## config.mk

```make
export PLATFORM = sky130hd
export DESIGN_NAME = spi_slave_tx
export DESIGN_NICKNAME = d
export VERILOG_FILES = /design/src/rtl/spi_pkg.sv /design/src/rtl/spi_sync_edge.sv /design/src/rtl/spi_slave_tx.sv
export SDC_FILE = /design/constraint.sdc
export NUM_CORES = 1
export LEC_CHECK = 0
export CAP_MARGIN = 15
export CORE_MARGIN = 2
export CORE_UTILIZATION = 25
export DETAILED_ROUTE_END_ITERATION = 7
export DONT_BUFFER_PORTS = 1
export MAX_ROUTING_LAYER = met4
export PLACE_DENSITY = 0.39
export SLEW_MARGIN = 10
export SYNTH_ARGS = -nofsm -noshare
export SYNTH_HDL_FRONTEND = slang
export SYNTH_SLANG_ARGS = --single-unit
```

## constraint.sdc

```tcl
create_clock -name clk -period 3.5 [get_ports clk]
set_input_delay 0.175 -clock clk [delete_from_list [all_inputs] [get_ports clk]]
set_output_delay 0.175 -clock clk [all_outputs]
set_load 0.01 [all_outputs]
```

## src/rtl/spi_pkg.sv

```systemverilog
// Shared definitions for the SPI slave datapath blocks.
//   state_t   : frame sequencer states
//   DEF_WIDTH : default number of bits per frame
//   LSB_FIRST : bit order on the serial line (1 = bit 0 goes out first)
package spi_pkg;

   localparam int DEF_WIDTH = 12;
   localparam bit LSB_FIRST = 1'b1;

   typedef enum logic [1:0] {
      IDLE,
      SHIFT,
      WAIT_CS
   } state_t;

endpackage

```

## src/rtl/spi_sync_edge.sv

```systemverilog
// Brings an asynchronous pin into the clk domain and flags its edges.
//   clk, rst : system clock, synchronous active-high reset
//   din      : asynchronous pin
//   level    : synchronized level, aligned with the strobes
//   rise     : one-clk strobe, SYNC_STAGES+1 clks after a 0->1 pin change
//   fall     : one-clk strobe, SYNC_STAGES+1 clks after a 1->0 pin change
// SYNC_STAGES must be at least 2. RESET_VAL presets the whole chain so
// that no edge is reported when reset releases with the pin at that level.
module spi_sync_edge #(
   parameter int SYNC_STAGES = 2,
   parameter bit RESET_VAL   = 1'b0
) (
   input  logic clk,
   input  logic rst,
   input  logic din,
   output logic level,
   output logic rise,
   output logic fall
);

   logic [SYNC_STAGES-1:0] chain;
   logic                   last;

   always_ff @(posedge clk) begin
      if (rst) begin
         chain <= {SYNC_STAGES{RESET_VAL}};
         last  <= RESET_VAL;
         rise  <= 1'b0;
         fall  <= 1'b0;
      end else begin
         chain <= {chain[SYNC_STAGES-2:0], din};
         last  <= chain[SYNC_STAGES-1];
         rise  <= chain[SYNC_STAGES-1] & ~last;
         fall  <= ~chain[SYNC_STAGES-1] & last;
      end
   end

   assign level = last;

endmodule

```

## src/rtl/spi_slave_tx.sv

```systemverilog
// SPI slave transmitter: drives WIDTH-bit words on miso, framed by an
// active-low cs, with a single-entry holding register for the next word.
//   clk, rst : system clock, synchronous active-high reset
//   sclk, cs : serial clock and chip select from the master (asynchronous)
//   load/din : host write of the next word, accepted when ready=1
//   ready    : holding register empty
//   miso     : serial data to the master
//   busy     : frame in progress (SHIFT or WAIT_CS)
//   done     : one-clk pulse after the WIDTH-th sclk rise
//   underrun : one-clk pulse, frame started with nothing queued
//   abort    : one-clk pulse, cs released before WIDTH bits were sampled
module spi_slave_tx
   import spi_pkg::*;
#(
   parameter int WIDTH       = DEF_WIDTH,
   parameter int SYNC_STAGES = 2
) (
   input  logic             clk,
   input  logic             rst,
   input  logic             sclk,
   input  logic             cs,
   input  logic             load,
   input  logic [WIDTH-1:0] din,
   output logic             ready,
   output logic             miso,
   output logic             busy,
   output logic             done,
   output logic             underrun,
   output logic             abort
);

   localparam int CNT_W    = $clog2(WIDTH + 1);
   localparam int SETTLE_W = $clog2(SYNC_STAGES + 3);
   localparam int FIRST    = LSB_FIRST ? 0 : WIDTH - 1;
   localparam logic [CNT_W-1:0]    LAST_BIT    = CNT_W'(WIDTH - 1);
   localparam logic [SETTLE_W-1:0] SETTLE_INIT = SETTLE_W'(SYNC_STAGES + 2);

   logic sclk_lvl, sclk_rise, sclk_fall;
   logic cs_lvl, cs_rise, cs_fall;

   state_t           state, state_n;
   logic [CNT_W-1:0] cnt, cnt_n;
   logic [WIDTH-1:0] shreg, shreg_n, shifted;
   logic             miso_n, done_n, underrun_n, abort_n;
   logic             frame_start;

   logic [WIDTH-1:0]    hold;
   logic                hold_valid;
   logic [SETTLE_W-1:0] settle;
   logic                cs_armed;

   spi_sync_edge #(.SYNC_STAGES(SYNC_STAGES), .RESET_VAL(1'b0)) u_sclk_sync (
      .clk   (clk),
      .rst   (rst),
      .din   (sclk),
      .level (sclk_lvl),
      .rise  (sclk_rise),
      .fall  (sclk_fall)
   );

   spi_sync_edge #(.SYNC_STAGES(SYNC_STAGES), .RESET_VAL(1'b1)) u_cs_sync (
      .clk   (clk),
      .rst   (rst),
      .din   (cs),
      .level (cs_lvl),
      .rise  (cs_rise),
      .fall  (cs_fall)
   );

   // After reset the cs chain still holds its preset; if the pin is already
   // low that preset flushes out as a fall. Frames are only accepted once cs
   // has been seen genuinely high after the chain has settled.
   always_ff @(posedge clk) begin
      if (rst) begin
         settle   <= SETTLE_INIT;
         cs_armed <= 1'b0;
      end else begin
         if (settle != '0) begin
            settle <= settle - SETTLE_W'(1);
         end else if (cs_lvl) begin
            cs_armed <= 1'b1;
         end
      end
   end

   // Holding register: a load in the frame-start cycle refills it for the next frame
   always_ff @(posedge clk) begin
      if (rst) begin
         hold       <= '0;
         hold_valid <= 1'b0;
      end else begin
         if (frame_start) begin
            hold_valid <= 1'b0;
         end
         if (load && !hold_valid) begin
            hold       <= din;
            hold_valid <= 1'b1;
         end
      end
   end

   assign shifted = LSB_FIRST ? (shreg >> 1) : (shreg << 1);

   always_comb begin
      state_n     = state;
      cnt_n       = cnt;
      shreg_n     = shreg;
      miso_n      = miso;
      done_n      = 1'b0;
      underrun_n  = 1'b0;
      abort_n     = 1'b0;
      frame_start = 1'b0;
      case (state)
         IDLE: begin
            miso_n = 1'b0;
            if (cs_fall && cs_armed) begin
               frame_start = 1'b1;
               state_n     = SHIFT;
               cnt_n       = '0;
               if (hold_valid) begin
                  shreg_n = hold;
                  miso_n  = hold[FIRST];
               end else begin
                  shreg_n    = '0;
                  underrun_n = 1'b1;
               end
            end
         end
         SHIFT: begin
            // The final sclk rise wins over a coincident cs release
            if (sclk_rise && sclk_lvl && cnt == LAST_BIT) begin
               done_n  = 1'b1;
               miso_n  = 1'b0;
               cnt_n   = cnt + CNT_W'(1);
               state_n = cs_rise ? IDLE : WAIT_CS;
            end else if (cs_rise) begin
               abort_n = 1'b1;
               miso_n  = 1'b0;
               state_n = IDLE;
            end else if (sclk_rise && sclk_lvl) begin
               cnt_n = cnt + CNT_W'(1);
            end else if (sclk_fall && !sclk_lvl && cnt != '0) begin
               shreg_n = shifted;
               miso_n  = shifted[FIRST];
            end
         end
         WAIT_CS: begin
            miso_n = 1'b0;
            if (cs_rise) begin
               state_n = IDLE;
            end
         end
         default: begin
            state_n = IDLE;
            miso_n  = 1'b0;
         end
      endcase
   end

   always_ff @(posedge clk) begin
      if (rst) begin
         state    <= IDLE;
         cnt      <= '0;
         shreg    <= '0;
         miso     <= 1'b0;
         done     <= 1'b0;
         underrun <= 1'b0;
         abort    <= 1'b0;
      end else begin
         state    <= state_n;
         cnt      <= cnt_n;
         shreg    <= shreg_n;
         miso     <= miso_n;
         done     <= done_n;
         underrun <= underrun_n;
         abort    <= abort_n;
      end
   end

   assign ready = ~hold_valid;
   assign busy  = (state != IDLE);

endmodule

```

== Word level (Yosys, flattened, before mapping) ==
Cells that the tools add are included.

* Add/sub/neg operators: 2
* Mux-type cells: 31
* Reductions and logical operators: 21
* Bitwise gates (word level): 13
* Equality and inequality tests: 12

{| class="wikitable"
|+ Operators by type and width
! operator !! number
|-
| two-way mux 12 bit || 6
|-
| one-hot mux 12 bit (2 select lines) || 1
|-
| two-way mux 4 bit || 4
|-
| two-way mux 1 bit || 13
|-
| != test 2 bit, second input constant || 5
|-
| NOT 1 bit || 9
|-
| two-way mux 2 bit || 4
|-
| != test 4 x 3 -> 1 bit, second input constant || 2
|-
| one-hot mux 4 bit (2 select lines) || 1
|-
| logical AND 1 bit || 6
|-
| != test 3 bit, second input constant || 2
|-
| one-hot mux 2 bit (3 select lines) || 1
|-
| AND reduction 6 bit || 1
|-
| nonzero test 2 bit || 3
|-
| OR reduction 3 bit || 2
|-
| adder 4 x 1 -> 4 bit, second input constant || 1
|-
| AND 1 bit || 4
|-
| equality test 4 bit, second input constant || 1
|-
| AND reduction 2 bit || 2
|-
| AND reduction 4 bit || 1
|-
| nonzero test 4 bit || 1
|-
| nonzero test 3 bit || 1
|-
| subtractor 3 x 1 -> 3 bit, second input constant || 1
|-
| equality test 2 x 1 -> 1 bit, second input constant || 1
|-
| other kinds (5) || 6
|}

* Register bits after elaboration: 49
* Output and inout bits: 6

== Depth between registers and ports, before layout ==
* Depth after elaboration: 8
* Gate-level depth with buffers: 7
* Mapped depth without buffers: 6

== Cells and area by module ==
Synthesis repeated with hierarchy kept, for this count alone.

* Cell total of the unflattened synthesis: 216
* Area, all modules: 1961.9 µm²

{| class="wikitable"
|+ By module, submodules not included
! module !! sequential area each (µm²) !! area an instance (µm²) !! times used !! cells an instance
|-
| spi_slave_tx || 760.7 || 1694.1 || 1 || 196
|-
| spi_sync_edge || 100.1 || 133.9 || 2 || 10
|}

== Least setup slack after synthesis ==
No wires, ideal clock.

* Kind: reg2reg
* From: register cnt[0]
* To: register shreg[11]
* Period minus slack after synthesis: 1.644 ns
* Data arrival time: 1.517 ns
* Data required time: 3.372 ns
* Path buffers: 1
* Path slack: 1.856 ns
* Stages on the path, launching flop included: 8
* Cell sequence: dfxtp_1 inv_1 ha_1 nor3b_1 o41ai_4 buf_6 mux2i_1 nor2_1

* Word-level cells in the longest chain between the ends: 4
* Elaborated cells on any way between the ends: 7
* Those cells by class: eq/ne (3); reduce/logical (4)

{| class="wikitable"
|+ Ends and longest elaborated chain
! element !! line !! text
|-
| start, declared || spi_slave_tx.sv:42 || <nowiki>logic [CNT_W-1:0] cnt, cnt_n;</nowiki>
|-
| start signal, assigned || spi_slave_tx.sv:171 || <nowiki>cnt <= cnt_n;</nowiki>
|-
| equality test 4 bit or nonzero test 4 bit (tied branches) || spi_slave_tx.sv:131, spi_slave_tx.sv:142 ||
|-
| logical AND 1 bit, on equally long branches || spi_slave_tx.sv:131, spi_slave_tx.sv:142 ||
|-
| != test 2 bit (no line) || -- ||
|-
| AND reduction 6 bit (no line) (*) || -- ||
|-
| end signal, assigned || spi_slave_tx.sv:172 || <nowiki>shreg <= shreg_n;</nowiki>
|-
| end, declared || spi_slave_tx.sv:43 || <nowiki>logic [WIDTH-1:0] shreg, shreg_n, shifted;</nowiki>
|}

Every way passes the cells marked *; elsewhere a longest branch is shown, timed or not.
A chain may end at the register's enable or synchronous reset.

== Worst setup path after layout ==
* From: register cnt[0]
* To: register shreg[1]

Same word-level chain as after synthesis.

==> summary.md <==
| Metric | Value |
|---|---|
| Status | complete, no violations |
| Total number of vias | 1538 |
| Clock slew at reported path FFs | 0.09 ns |
| Cell area power density | 465.7 nW/µm² |
| Remaining antenna violation count | 0 |
| Hold Fails Final Rpt | 0 |
| Initial core utilization | 0.2585 |
| Final GP Congestion | 0.7510 |
| Syn Area/Cell | 9.005 µm² |
| Worst R2R Setup Slack | 1.63 ns |
| Synth cell count leaders | 48 x dfxtp_1, 40 x nand2_1, 18 x a21oi_1 |
| Hold depth | 2 |
| Setup WS post-layout | 1.633 ns |
| Layout cell share with drive strength beyond 1 | 0.1416 |
| Synthesized flop and latch total | 48 |
| Grt ovf | 0 |
| Largest net degree at the start of global routing | 46 |
| Number of clock sinks | 48 |
| Max_cap viols | 0 |
| Clock buffer depth | 2 |
| Critical Path Start Type | flip-flop |
| I/O Pins | 23 |
| Core Rows | 32 |
| Final Max Tran Viols | 0 |
| Synth top area cells | dfxtp_1 48%, nand2_1 7.5%, a311oi_2 6.7% |
| Vias in the first global route | around 1.5k |
| TritonCTS buffer count | 5 |
| Htree depth | 2 |
| R2R cell count | 7 |
| Hold crit path type | in -> reg |
| Slew margin rel. | 0.4045 |
| Root cell of the clock tree | clkbuf_8 |
| Part of the Yosys area used for sequential elements | 0.4785 |
| Pre-CTS setup slack | 1.661 ns |
| Antenna violations before repair | 0 |
| Hold path start | din[0] |
| Vias/cell | 4.591 |
| R2R Path End | shreg[1] |
| EDFF count, synth | 0 |
| Yosys top cell by area | dfxtp_1 |
| Core area | approximately 7800 µm² |
| Post-CTS setup buffers | 0 |
| CP endpoint kind | flip-flop |
| Total Routing Usage GR | 0.1147 |
| I/O Buffers | 0 |
| Clk_lat worst skew | 0.30 ns |
| Ys Warns | 0 |
| DP HPWL | about 2.8 mm |
| Most used DFF post-synth | dfxtp_1 |
| Worst Tran Pin Value | between 0.8 and 0.9 ns |
| Full die area | just under 9000 µm² |
| Setup TNS | 0 ns |
| DRC marker count from the first detailed-route iteration | 73 |
| Distinct cells, synth | 38 |
| Fillers | around 850 |
| CP Max Fanout | 21 |
| Top-count cell post-synth | dfxtp_1 |
| Final Skew | approximately 0.0044 ns |
| Static Leak | 0.8046 nW |
| Worst path required time | 3.71 ns |
| WS Path Type | reg -> reg |
| Syn-to-layout area delta | 15.26% |
| Final Hold Slack | 0.01332 ns |
| First-pass GRT wire length | 7.665 mm |
| R2R Path Start | cnt[0] |
| Die Y | between 90 and 100 µm |
| Final #Nets | 253 |
| Worst Hold Endpoint | hold[0] |
| First-pass DRT Iterations | 4 |
| # diodes | 0 |
| DRT Wirelength | about 4.4 mm |
| Final min period | around 1.9 ns |
| Syn Inst Count | roughly 220 |
| RSZ-0062 raised after global routing | no |
| DR DRC count | 0 |
| Synth async-reset ratio | 0 |
| Post-synthesis net count | ~240 |
| Max VDD drop | approximately 0.00015 V |
| Die W | 93.63 µm |
| Mapped Area | roughly 2000 µm² |
| Fmax | 535.5 MHz |
| Top cell type's share of synthesized area | 0.4785 |
| Setup violators final | 0 |
| Drt wl/cell | ~13 µm |
| CTS tree | yes |
| Arr. time, crit path | 2.08 ns |
| Fin crit share | 0.5335 |
[final cells by class]
class                   count  area, µm²  share of cell area
inverters                  11      41.29             0.01784
repair buffers             14      145.1             0.06270
clock buffers               8      90.09             0.03892
flip-flops and latches     48      960.9              0.4151
multi-input cells         152      949.7              0.4103
well taps                 102      127.6             0.05513
[logic make-up after synthesis]
kind of cell,synth area share
compound gates,0.1726
xor+xnor,0.004362
fa+ha+maj,0.02492
buf+inv,0.04860
flops,0.4785
mux,0.004985
simple gates,0.2660
[worst max-delay path by stage]
stage	start	endpoint	slack, ns	depth (start not counted)
floorplan	cnt[0]	shreg[11]	1.86	7
global placement	cnt[0]	shreg[11]	1.69	7
detailed placement	cnt[0]	shreg[1]	1.66	7
CTS	cnt[0]	shreg[1]	1.63	7
global route	cnt[0]	shreg[11]	1.47	7
finish	cnt[0]	shreg[1]	1.63	7
[repair_timing]
| item | in CTS | in global routing |
|---|---|---|
| hold buffers | 12 | 0 |
| endpoints found under the hold margin | 45 | 0 |
| gates resized for setup | 0 | 0 |
| endpoints found under the setup margin | 0 | 0 |
[per-layer routing]
metal | track usage | vias to the layer above | wire length (µm)
met2 | 0.1589 | 34 | 1879
met1 | 0.1645 | 705 | 2274
met4 | 0.04348 | 0 | 76
li1 | - | 792 | -
met5 | - | - | 0
met3 | 0.02256 | 7 | 164
[report_power, final]
group          internal, mW  switching (mW)
Combinational        0.0560          0.0697
Clock                 0.162           0.184
Sequential            0.581          0.0253
[state kept, by name, summed over array words and instances (netlist names), 2 cells and up]
signal / cells
cnt: 4
hold: 12
settle: 3
shreg: 11
state: 2
u_cs_sync.chain: 2
u_sclk_sync.chain: 2
[stage by stage]
stage	total power [mW]	instance area [µm²]	instances	util
after global routing	1.142	2315	335	0.2980
final	1.078	2315	335	0.2980
after CTS	1.099	2315	335	0.2980
after global placement	0.7258	2095	315	0.2697
after detailed placement	0.7272	2095	315	0.2697
after floorplan	0.7117	2008	223	-
[cells in the final DEF (no fill, tap or decap), types with 4 or more instances in the layout]
cell type,Yosys,routed
a21oi_1,18,18
a311oi_2,9,9
clkbuf_8,0,6
dfxtp_1,48,48
dlygate4sd3_1,0,11
ha_1,4,4
inv_1,11,11
nand2_1,40,40
nand3_1,13,13
nor2_1,8,8
nor2_2,9,9
nor2b_1,6,6
nor3_1,7,7
nor3b_1,5,5
or2_2,4,4
[critical path, cell delays in order (launching register included)]
cell	delay [ns]
dfxtp_1	0.41
inv_1	0.07
ha_1	0.19
nor3b_1	0.18
o41ai_4	0.28
buf_4	0.36
nor2_1	0.08
a311oi_1	0.23
(Power assumes the default switching activity.)
